File: config.mk
export PLATFORM = sky130hd
export DESIGN_NAME = vdp_io_write_buffer
export DESIGN_NICKNAME = d
export VERILOG_FILES = /design/src/rtl/vdp_io_write_buffer.sv
export SDC_FILE = /design/constraint.sdc
export NUM_CORES = 1
export LEC_CHECK = 0
export ABC_AREA = 1
export CAP_MARGIN = 20
export CORE_MARGIN = 10
export CORE_UTILIZATION = 40
export DETAILED_ROUTE_END_ITERATION = 8
export PLACE_DENSITY = 0.69
export SLEW_MARGIN = 5
export SYNTH_ARGS = -nofsm -noshare
export SYNTH_HDL_FRONTEND = slang
export SYNTH_SLANG_ARGS = --single-unit
File: constraint.sdc
create_clock -name clk -period 2.15 [get_ports clk]
set_input_delay 0.43 -clock clk [delete_from_list [all_inputs] [get_ports clk]]
set_output_delay 0.43 -clock clk [all_outputs]
set_load 0.02 [all_outputs]
File: src/rtl/vdp_io_write_buffer.sv
// vdp_io_write_buffer: posted-write FIFO between the slot I/O bus and the four VDP ports
//
// Buffers slot-side I/O accesses to PORT_BASE..PORT_BASE+3 and replays them to the VDP
// in order. Reads travel through the same FIFO, so they reach the VDP only after all
// earlier writes. Only one read may be outstanding; its data returns on bus_rdata.
//
// Ports:
//   clk, reset                 clock, asynchronous active-high reset
//   bus_address/ioreq/write    slot-side request (only bus_address[7:0] decoded)
//   bus_valid/bus_ready        slot-side request handshake
//   bus_wdata                  slot-side write data
//   bus_rdata/bus_rdata_en     read data returned to the slot with a one-cycle strobe
//   vdp_address/ioreq/write    VDP-side request presenting the FIFO head
//   vdp_valid/vdp_ready        VDP-side request handshake
//   vdp_wdata                  VDP-side write data
//   vdp_rdata/vdp_rdata_en     VDP-side read data and strobe
//   wbuf_level/wbuf_peak       current and sticky peak FIFO count (VDP_WBUF_STAT_EN only)
//
// Optional feature macro: VDP_WBUF_STAT_EN
module vdp_io_write_buffer #(
   parameter logic [7:0] PORT_BASE  = 8'h98,
   parameter int         DEPTH_LOG2 = 2
) (
   input  logic                  clk,
   input  logic                  reset,
   input  logic [15:0]           bus_address,
   input  logic                  bus_ioreq,
   input  logic                  bus_write,
   input  logic                  bus_valid,
   output logic                  bus_ready,
   input  logic [7:0]            bus_wdata,
   output logic [7:0]            bus_rdata,
   output logic                  bus_rdata_en,
   output logic [15:0]           vdp_address,
   output logic                  vdp_ioreq,
   output logic                  vdp_write,
   output logic                  vdp_valid,
   input  logic                  vdp_ready,
   output logic [7:0]            vdp_wdata,
   input  logic [7:0]            vdp_rdata,
   input  logic                  vdp_rdata_en
`ifdef VDP_WBUF_STAT_EN
   ,
   output logic [DEPTH_LOG2:0]   wbuf_level,
   output logic [DEPTH_LOG2:0]   wbuf_peak
`endif
);
   localparam int DEPTH = 1 << DEPTH_LOG2;
   typedef enum logic [1:0] {IDLE, RD_PEND, RD_WAIT} state_t;
   state_t                state_q, state_d;
   logic [10:0]           mem_q [DEPTH];
   logic [DEPTH_LOG2-1:0] wr_ptr_q, rd_ptr_q;
   logic [DEPTH_LOG2:0]   count_q, count_d;
   logic [7:0]            rdata_q, rdata_d;
   logic                  rdata_en_q, rdata_en_d;
   logic [10:0]           head;
   logic                  match, push, pop;
   logic                  unused_addr;
   assign unused_addr = ^bus_address[15:8];
   assign head = mem_q[rd_ptr_q];
   // count never exceeds DEPTH, so its MSB alone flags a full FIFO
   assign bus_ready = (state_q == IDLE) && !count_q[DEPTH_LOG2];
   assign match = bus_ioreq && (bus_address[7:2] == PORT_BASE[7:2]);
   assign push = bus_valid && bus_ready && match;
   assign vdp_valid = (count_q != '0) && (state_q != RD_WAIT);
   assign pop = vdp_valid && vdp_ready;
   assign vdp_ioreq = vdp_valid;
   // head fields are gated so idle outputs read as zero regardless of stale FIFO contents
   assign vdp_write = vdp_valid && head[10];
   assign vdp_address = vdp_valid ? {8'h00, PORT_BASE[7:2], head[9:8]} : 16'h0000;
   assign vdp_wdata = vdp_valid ? head[7:0] : 8'h00;
   assign bus_rdata = rdata_q;
   assign bus_rdata_en = rdata_en_q;
   always_comb begin
      count_d = count_q + {{DEPTH_LOG2{1'b0}}, push} - {{DEPTH_LOG2{1'b0}}, pop};
      // a read is always the youngest entry, since acceptance stops until it completes
      state_d = (state_q == IDLE && push && !bus_write)   ? RD_PEND :
                (state_q == RD_PEND && pop && !head[10])  ? RD_WAIT :
                (state_q == RD_WAIT && vdp_rdata_en)      ? IDLE    : state_q;
      rdata_en_d = (state_q == RD_WAIT) && vdp_rdata_en;
      rdata_d = rdata_en_d ? vdp_rdata : rdata_q;
   end
   always_ff @(posedge clk or posedge reset) begin
      if (reset) begin
         state_q    <= IDLE;
         wr_ptr_q   <= '0;
         rd_ptr_q   <= '0;
         count_q    <= '0;
         rdata_q    <= '0;
         rdata_en_q <= 1'b0;
      end else begin
         state_q    <= state_d;
         wr_ptr_q   <= push ? wr_ptr_q + 1'b1 : wr_ptr_q;
         rd_ptr_q   <= pop ? rd_ptr_q + 1'b1 : rd_ptr_q;
         count_q    <= count_d;
         rdata_q    <= rdata_d;
         rdata_en_q <= rdata_en_d;
      end
   end
   always_ff @(posedge clk) begin
      if (push) mem_q[wr_ptr_q] <= {bus_write, bus_address[1:0], bus_wdata};
   end
`ifdef VDP_WBUF_STAT_EN
   logic [DEPTH_LOG2:0] peak_q;
   always_ff @(posedge clk or posedge reset) begin
      if (reset) peak_q <= '0;
      else peak_q <= (count_d > peak_q) ? count_d : peak_q;
   end
   assign wbuf_level = count_q;
   assign wbuf_peak = peak_q;
`endif
endmodule

==> impl_metrics.yaml, run 1 <==
detailed_routing:
  drt_first_iter_violations: 84
  wire_per_inst_um: 13.6
  via_count: 1911
  via_per_inst: 4.59
  ant_nets: 0
  drt-pass1-iter-count: 4
  routed_wl_um: 5670
  drc: 0
final_layout:
  final_area_mm2: 0.00359
  layout-drive-gt1-share_pct: 14.5
  nFillCells: 571
  area_delta_synth_final_pct: 32.1
  nets: 379
  insertedDiodeCount: 0
timing:
  setup_violations: 0
  finalCritPeriodShare_pct: 95.0
  rsz0062_at_grt: "yes"
  timing.hold.ws_ps: 411
  min_period_ps: 2040
  clock.fmax_mhz: 490
  worst_clock_skew_ps: 8.12
  hold_violations: 0
  slew_viol_final: 0
  finalSetupTns_ps: 0
worst_setup_path:
  path_class: "reg -> out"
  startpoint_type: "register"
  worstPathArrival_ps: 1610
  critPathLaunch: "rd_ptr_q[0]"
  crit_required_ps: 1720
  critPathCaptureType: "output pin"
  reg2reg_from: "count_q[2]"
  path_max_fanout: 6
synthesis:
  ys_top_cells_by_area: "edfxtp_1 49%, dfrtp_1 17%, nor2_1 6.5%, nand2_1 6.2%, buf_4 4.4%"
  ys_seq_elements: 62
  netlist_top_cells_count: "47 x nor2_1, 45 x nand2_1, 44 x edfxtp_1"
  avgSynthCellArea_um2: 10.7
  ys_warn_count: 0
  synth_edf_count: 44
  synth_ff_type: "edfxtp_1"
  async_flop_share_pct: 29.0
  synth.most_common_cell: "nor2_1"
  synth.distinct_cells: 22
  synth_top_cell_area_share_pct: 48.6
  ys_seq_area_share_pct: 65.2
  synth_cells: 255
  syn-cell-area_mm2: 0.00272
  synth_top_area_cell: "edfxtp_1"
pwr:
  power_density_mw_per_mm2: 1310
  ir_drop_uv: 752
  power_mw: 4.69
  p_leak_nw: 1.54
floorplanning:
  start_util_pct: 42.1
  pin_count: 76
  fp.dieArea_mm2: 0.0105
  die_h_um: 102
  fp.coreArea_mm2: 0.00646
  die_w_um: 102
  rows: 29
placed_design:
  placed_area_mm2: 0.00344
  dpl.hpwl_um: 4360
  place.port_buffers: 56
  gp_congestion: 0.767
cts:
  cts_sinks: 62
  clockBufferDepth: 2
  cts_tree: "yes"
  clock_latency_ps: 330
  numCtsBuffers: 9
  clk_pin_slew_ps: 70
  postCtsSetupRepairBufs: 0
  root_buffer: "clkbuf_8"
  cts_htree_levels: 3
global_routing:
  grt_pass1_wl_um: 9090
  grtUsageTotal_pct: 11.3
  grt-ovfl-total: 0
  grt_pass1_vias: 1854
  grt_max_degree: 19
  antenna_found_initial: 0
run_status:
  outcome: "complete, no violations"
worst_hold_path:
  hp-class: "in -> async"
flow_run:
  cap_violations: 0
[path summary, 6_finish.rpt]
kind / to / slack, ps / depth (start not counted)
worst min-delay path: bus_rdata[7] / 410 / 3
min in group clk: bus_rdata[1] / 470 / 2
worst max register to register: count_q[2] / 260 / 10
worst max-delay path: vdp_write / 110 / 5
worst min register to register: bus_rdata[1] / 470 / 2
max in group asynchronous: rd_ptr_q[0] / 1520 / 3
[routing by layer]
layer,track usage [%],routed length (um)
met1,13.4,2340
met2,18.2,2930
met3,3.04,295
met4,6.62,99
met5,0,0
[worst max-delay path, stage by stage (launching register included)]
cell and delay [ps]:
dfrtp_2 440, buf_4 170, nand2_1 60, nand3_1 90, a21oi_1 150, dlygate4sd2_1 370
[flip-flops by register name, indices dropped and copies added, names as in the netlist]
| signal | cells |
|---|---|
| wr_ptr_q | 2 |
| rd_ptr_q | 2 |
| state_q | 2 |
| count_q | 3 |
| bus_rdata | 8 |
| mem_q | 44 |
| bus_rdata_en | 1 |
[cells by family after synthesis]
group	share of synthesized area (%)
compound gates	6.31
xor+xnor	0.967
fa+ha+maj	3.04
buf+inv	9.85
flops	65.2
other cells	0.138
simple gates	14.5
[area by class of cell]
type                    instances  area [um^2]  share of cell area [%]
clock buffers                  10          128                    3.55
inverters                      25         96.3                    2.68
multi-input cells             155          716                    19.9
repair buffers                 81          719                    20.0
clock inverters                 6         62.6                    1.74
flip-flops and latches         62         1770                    49.4
well taps                      77         96.3                    2.68
[power breakdown]
group	internal [mW]	total, mW	switching (mW)
sequential	1.43	1.52	0.0893
clock	0.533	0.961	0.429
combinational	0.906	2.21	1.31
[metrics by stage]
step | util, % | worst slack, ps | instances
after floorplan | - | 274 | 265
after global placement | 53.2 | -168 | 400
after detailed placement | 53.2 | -197 | 400
after CTS | 55.9 | 12.7 | 416
after global routing | 55.6 | -18.1 | 416
final | 55.6 | 108 | 416
[cells in the final DEF (no fill, tap or decap), drive strengths merged, types with 2 or more instances in the layout]
master	n
inv	25
nand2	46
nand4	2
a21oi	11
clkbuf	16
nand3	5
ha	5
o21ai	22
xor2	2
nor2	47
buf	25
conb	11
clkdlybuf4s50	40
dlygate4sd2	9
edfxtp	44
clkinv	5
dfrtp	18
[timing repair]
action | CTS | global route
setup endpoints to repair | 16 | 10
hold buffers | 0 | 0
resized for setup | 19 | 12
(Power assumes the default switching activity.)
==> run 2, diff against run 1 <==
Settings changed: CTS_BUF_LIST from default to sky130_fd_sc_hd__clkbuf_8.
==> run 2 against run 1 <==
Net effect: first-iteration DRC count did not move; global-route usage did not move; clock power barely moved; combinational power barely moved; power barely moved; die area did not move; count of clock-buffer cells in the layout fell by 1; register-to-register slack barely moved; critical path depth did not move; clock skew barely moved; largest power group unchanged.
==> impl_metrics.yaml, run 2 (synthesis gave the netlist of run 1 again) <==
detailed_routing:
  drc: 0
  via_per_inst: 4.59
  drt-pass1-iter-count: 4
  drt_first_iter_violations: 84
  routed_wl_um: 5670
  route.met2.wl_um: 2930
  wire_per_inst_um: 13.6
  ant_nets: 0
  highest_layer: "met4"
  via_count: 1908
  wl_met3_um: 301
  wl_met1_um: 2340
pwr:
  p_leak_nw: 1.54
  power_mw: 4.69
  power_density_mw_per_mm2: 1310
  ir_drop_uv: 759
worst_setup_path:
  critPathCapture: "vdp_write"
  reg2reg_from: "count_q[2]"
  crit_required_ps: 1720
  cp_slowest_stage_delay_ps: 440
  r2r-end: "count_q[2]"
  critPathLaunch: "rd_ptr_q[0]"
  critPathCaptureType: "output pin"
  crit_chain: "buf_4 > nand2_1 > nand3_1 > a21oi_1 > dlygate4sd2_1"
  worstPathArrival_ps: 1610
  path_delay_family: "buffers and inverters"
  rr_worst_depth: 10
  r2r_slack_ps: 260
  path_max_fanout: 6
  cp.depth: 5
  worst-path-buf-inv: 2
  cp_slowest_cell: "dfrtp_2"
  startpoint_type: "register"
  path_class: "reg -> out"
cts:
  clk_pin_slew_ps: 70
  root_buffer: "clkbuf_8"
  postCtsSetupRepairBufs: 0
  clockBufferDepth: 2
  numCtsBuffers: 9
  cts_htree_levels: 3
  cts_hold_buffers: 0
  postCtsResizedCells: 19
  cts_sinks: 62
  cts_tree: "yes"
  clock_latency_ps: 330
run_status:
  outcome: "complete, no violations"
floorplanning:
  rows: 29
  die_h_um: 102
  fp.dieArea_mm2: 0.0105
  pin_count: 76
  die_w_um: 102
  start_util_pct: 42.1
  fp.coreArea_mm2: 0.00646
timing:
  finalCritPeriodShare_pct: 94.8
  hold_violations: 0
  fin_ws_ps: 113
  min_period_ps: 2040
  setup_violations: 0
  rsz0062_at_grt: "yes"
  clock.fmax_mhz: 491
  slew_viol_final: 0
  worst_clock_skew_ps: 8.12
global_routing:
  grtUsageTotal_pct: 11.3
  antenna_found_initial: 0
  grt_max_degree: 19
  grt-ovfl-total: 0
  grt_pass1_wl_um: 9090
  grt_pass1_vias: 1854
final_layout:
  layout_commonest_cell: "nor2_1"
  finalNonFillerCells: 416
  insertedDiodeCount: 0
  most-common-layout-cells: "47 x nor2_1, 45 x nand2_1, 44 x edfxtp_1"
  nets: 379
  nFillCells: 571
  largest_reg_flops: 44
  area_delta_synth_final_pct: 32.1
  top_register: "mem_q"
  layout-drive-gt1-share_pct: 14.5
worst_hold_path:
  hp-class: "in -> async"
placed_design:
  dpl.hpwl_um: 4360
  post-place-ws_ps: -197
  gp_congestion: 0.767
  dp_cells: 400
  place.port_buffers: 56
flow_run:
  cap_violations: 0
[run 2: report_power, final]
part	switching [mW]	internal [mW]
sequential	0.0892	1.43
combinational	1.31	0.906
clock	0.430	0.528
[run 2: tightest hold or removal path, stage by stage]
cell	delay, ps
clkdlybuf4s50_1	390
inv_1	50
buf_4	240
[run 2: per-stage QoR]
stage	TNS [ps]	hold slack, ps	cell area (um^2)	utilization [%]
2_1_floorplan	0	369	2760	-
3_3_place_gp	-168	455	3440	53.2
3_5_place_dp	-197	459	3440	53.2
4_1_cts	0	411	3610	55.9
5_1_grt	-18.1	430	3590	55.6
6_report	0	411	3590	55.6
[run 2: worst min-delay path by stage]
stage                            start            to  slack (ps)  cells after the start
final                            reset  bus_rdata[7]         410                      3
after global routing             reset  bus_rdata[7]         430                      3
after CTS                        reset  bus_rdata[7]         410                      3
after detailed placement  bus_rdata[6]  bus_rdata[6]         460                      2
after global placement    bus_rdata[1]  bus_rdata[1]         450                      2
after floorplan                  reset  bus_rdata[0]         370                      1
[run 2: layout make-up]
class                           instances  area, um^2  share of cell area [%]
Sequential cell                        62        1770                    49.4
Timing Repair Buffer                   81         719                    20.0
Multi-Input combinational cell        155         716                    19.9
Clock buffer                            9         124                    3.45
Inverter                               25        96.3                    2.68
Tap cell                               77        96.3                    2.68
Clock inverter                          7        66.3                    1.85
[run 2: metal layers]
layer | track usage [%] | up-vias
li1 | - | 963
met1 | 13.4 | 891
met2 | 18.2 | 46
met3 | 3.04 | 8
met4 | 6.62 | 0
met5 | 0 | -
==> run 3, diff against run 2 <==
Settings changed: ABC_AREA 1 to default.
==> run 3 against run 2 <==
Net effect: the flow now finishes with violations (negative setup slack); fmax shrank 7.5%; critical endpoint unchanged; largest power group unchanged; die area shrank 2.3%; non-clock buffer count grew 3; worst setup slack got worse by 160 ps.
==> impl_metrics.yaml, run 3 <==
timing:
  hold_violations: 0
  setup_violations: 4
  finalSetupTns_ps: -116
  finalCritPeriodShare_pct: 102
  clock.fmax_mhz: 454
  worst_clock_skew_ps: 5.53
  rsz0062_at_grt: "yes"
  fin_ws_ps: -51.8
  slew_viol_final: 0
  timing.hold.ws_ps: 400
  min_period_ps: 2200
worst_setup_path:
  critPathCaptureType: "output pin"
  path_class: "reg -> out"
  path_delay_family: "multiplexers"
  cp_slowest_cell: "mux4_2"
  cp_common_cell: "buf_6"
  worst-path-buf-inv: 3
  path_max_fanout: 3
  cp_slowest_stage_delay_ps: 500
  crit_required_ps: 1720
  startpoint_type: "register"
  crit_chain: "buf_6 > buf_6 > mux4_2 > and3_4 > buf_6"
  worstPathArrival_ps: 1770
synthesis:
  synth_top_area_cell: "edfxtp_1"
  synth.distinct_cells: 29
  syn-cell-area_mm2: 0.00264
  synth_edf_count: 44
  ys_seq_elements: 62
  ys_seq_area_share_pct: 67.1
  avgSynthCellArea_um2: 17.0
  synth.most_common_cell: "edfxtp_1"
  ys_top_cells_by_area: "edfxtp_1 50%, dfrtp_1 17%, mux4_2 8.5%, buf_4 4.5%, mux2_2 3.8%"
  async_flop_share_pct: 29.0
  synth_ff_type: "edfxtp_1"
  synth_cells: 155
  netlist_top_cells_count: "44 x edfxtp_1, 18 x dfrtp_1, 16 x buf_4"
  ys_warn_count: 0
  synth_top_cell_area_share_pct: 50.0
floorplanning:
  rows: 29
  pin_count: 76
  fp.dieArea_mm2: 0.0103
  start_util_pct: 41.4
  die_w_um: 101
  die_h_um: 101
  fp.coreArea_mm2: 0.00639
placed_design:
  gp_congestion: 0.769
  post-place-ws_ps: -357
  placed_area_mm2: 0.00342
  place.port_buffers: 56
  dp_cells: 303
  dpl.hpwl_um: 3990
cts:
  clock_latency_ps: 330
  cts_sinks: 62
  clockBufferDepth: 2
  clk_pin_slew_ps: 70
  cts_tree: "yes"
  numCtsBuffers: 9
  cts_htree_levels: 3
  root_buffer: "clkbuf_8"
global_routing:
  grt-ovfl-total: 0
  grt_max_degree: 19
  grtUsageTotal_pct: 10.7
  grt_pass1_wl_um: 8290
  grt_pass1_vias: 1666
  antenna_found_initial: 0
detailed_routing:
  routed_wl_um: 5270
  ant_nets: 0
  wire_per_inst_um: 16.4
  drc: 0
  via_count: 1533
  drt_first_iter_violations: 60
  drt-pass1-iter-count: 5
  via_per_inst: 4.76
final_layout:
  most-common-layout-cells: "44 x edfxtp_1, 38 x clkdlybuf4s50_1, 22 x buf_4"
  nets: 285
  largest_reg_flops: 44
  layout-drive-gt1-share_pct: 36.3
  utilization_pct: 59.0
  layout_commonest_cell: "edfxtp_1"
  area_delta_synth_final_pct: 42.6
  finalNonFillerCells: 322
  insertedDiodeCount: 0
  final_area_mm2: 0.00377
  top_register: "mem_q"
pwr:
  power_frac_comb_pct: 44.3
  ir_drop_uv: 745
  p_sw_mw: 1.59
  power_density_mw_per_mm2: 1330
  power_frac_seq_pct: 30.5
  clkPwrFrac_pct: 25.3
  p_leak_nw: 1.50
  power_mw: 5.01
  switching_share_pct: 31.8
  p_int_mw: 3.42
run_status:
  outcome: "finished, violations left"
  violations: "negative setup slack"
flow_run:
  cap_violations: 0
worst_hold_path:
  hp-class: "in -> async"
==> run 3: cell count changes after synthesis, sizes merged, moves of 12 or more <==
| cell | previous run | this run |
|---|---|---|
| and3 | 0 | 12 |
| inv | 25 | 6 |
| nor2 | 47 | 2 |
| o21ai | 22 | 0 |
| nand2 | 46 | 2 |
==> run 3: repair_timing <==
action,in CTS,in global routing
endpoints found under the setup margin,18,17
buffers inserted,3,0
pin swaps,1,6
gates resized for setup,56,27
hold buffers,0,0
==> run 3: cell families after synthesis <==
family | synth area share [%]
buffers and inverters | 6.06
xor gates and xnor gates | 1.99
adders and majority gates | 3.13
muxes | 13.4
and+or+nand+nor | 7.58
AOI/OAI and AO/OA | 0.663
DFF | 67.1
other | 0.142
==> run 3: worst min-delay path, cell delays in order <==
cell,delay [ps]
clkdlybuf4s50_1,390
inv_1,50
buf_4,240
==> run 3: layout make-up <==
| class | count | area [um^2] |
|---|---|---|
| clock inverters | 7 | 128 |
| clock buffers | 9 | 124 |
| well taps | 77 | 96.3 |
| inverters | 6 | 22.5 |
| multi-input cells | 77 | 828 |
| fillers | 493 | 2620 |
| flip-flops and latches | 62 | 1770 |
| repair buffers | 84 | 795 |
==> run 3: per-layer routing <==
metal | track usage (%) | vias up | part of all wire [%]
met5 | 0 | - | 0
met2 | 18.4 | 41 | 54
met4 | 6.00 | 0 | 2.6
met1 | 10.9 | 757 | 37
met3 | 4.29 | 11 | 6.5
li1 | - | 724 | -
==> run 3: final timing paths <==
check	endpoint	slack (ps)	start	cells past startpoint
max in group asynchronous	rd_ptr_q[0]	1530	reset	3
max reg2reg	count_q[2]	140	state_q[0]	8
min reg2reg	bus_rdata[3]	510	bus_rdata[3]	1
min	bus_rdata[6]	400	reset	3
min in group clk	bus_rdata[3]	510	bus_rdata[3]	1
max	vdp_write	-50	rd_ptr_q[0]	5
==> run 3: power groups by stage <==
stage	clock [mW]	sequential [mW]	combinational, mW
after global placement	0	1.54	2.11
after global routing	1.35	1.55	2.38
final	1.27	1.53	2.22
after detailed placement	0	1.54	2.13
after CTS	1.29	1.52	2.12
after floorplan	0	1.66	1.10
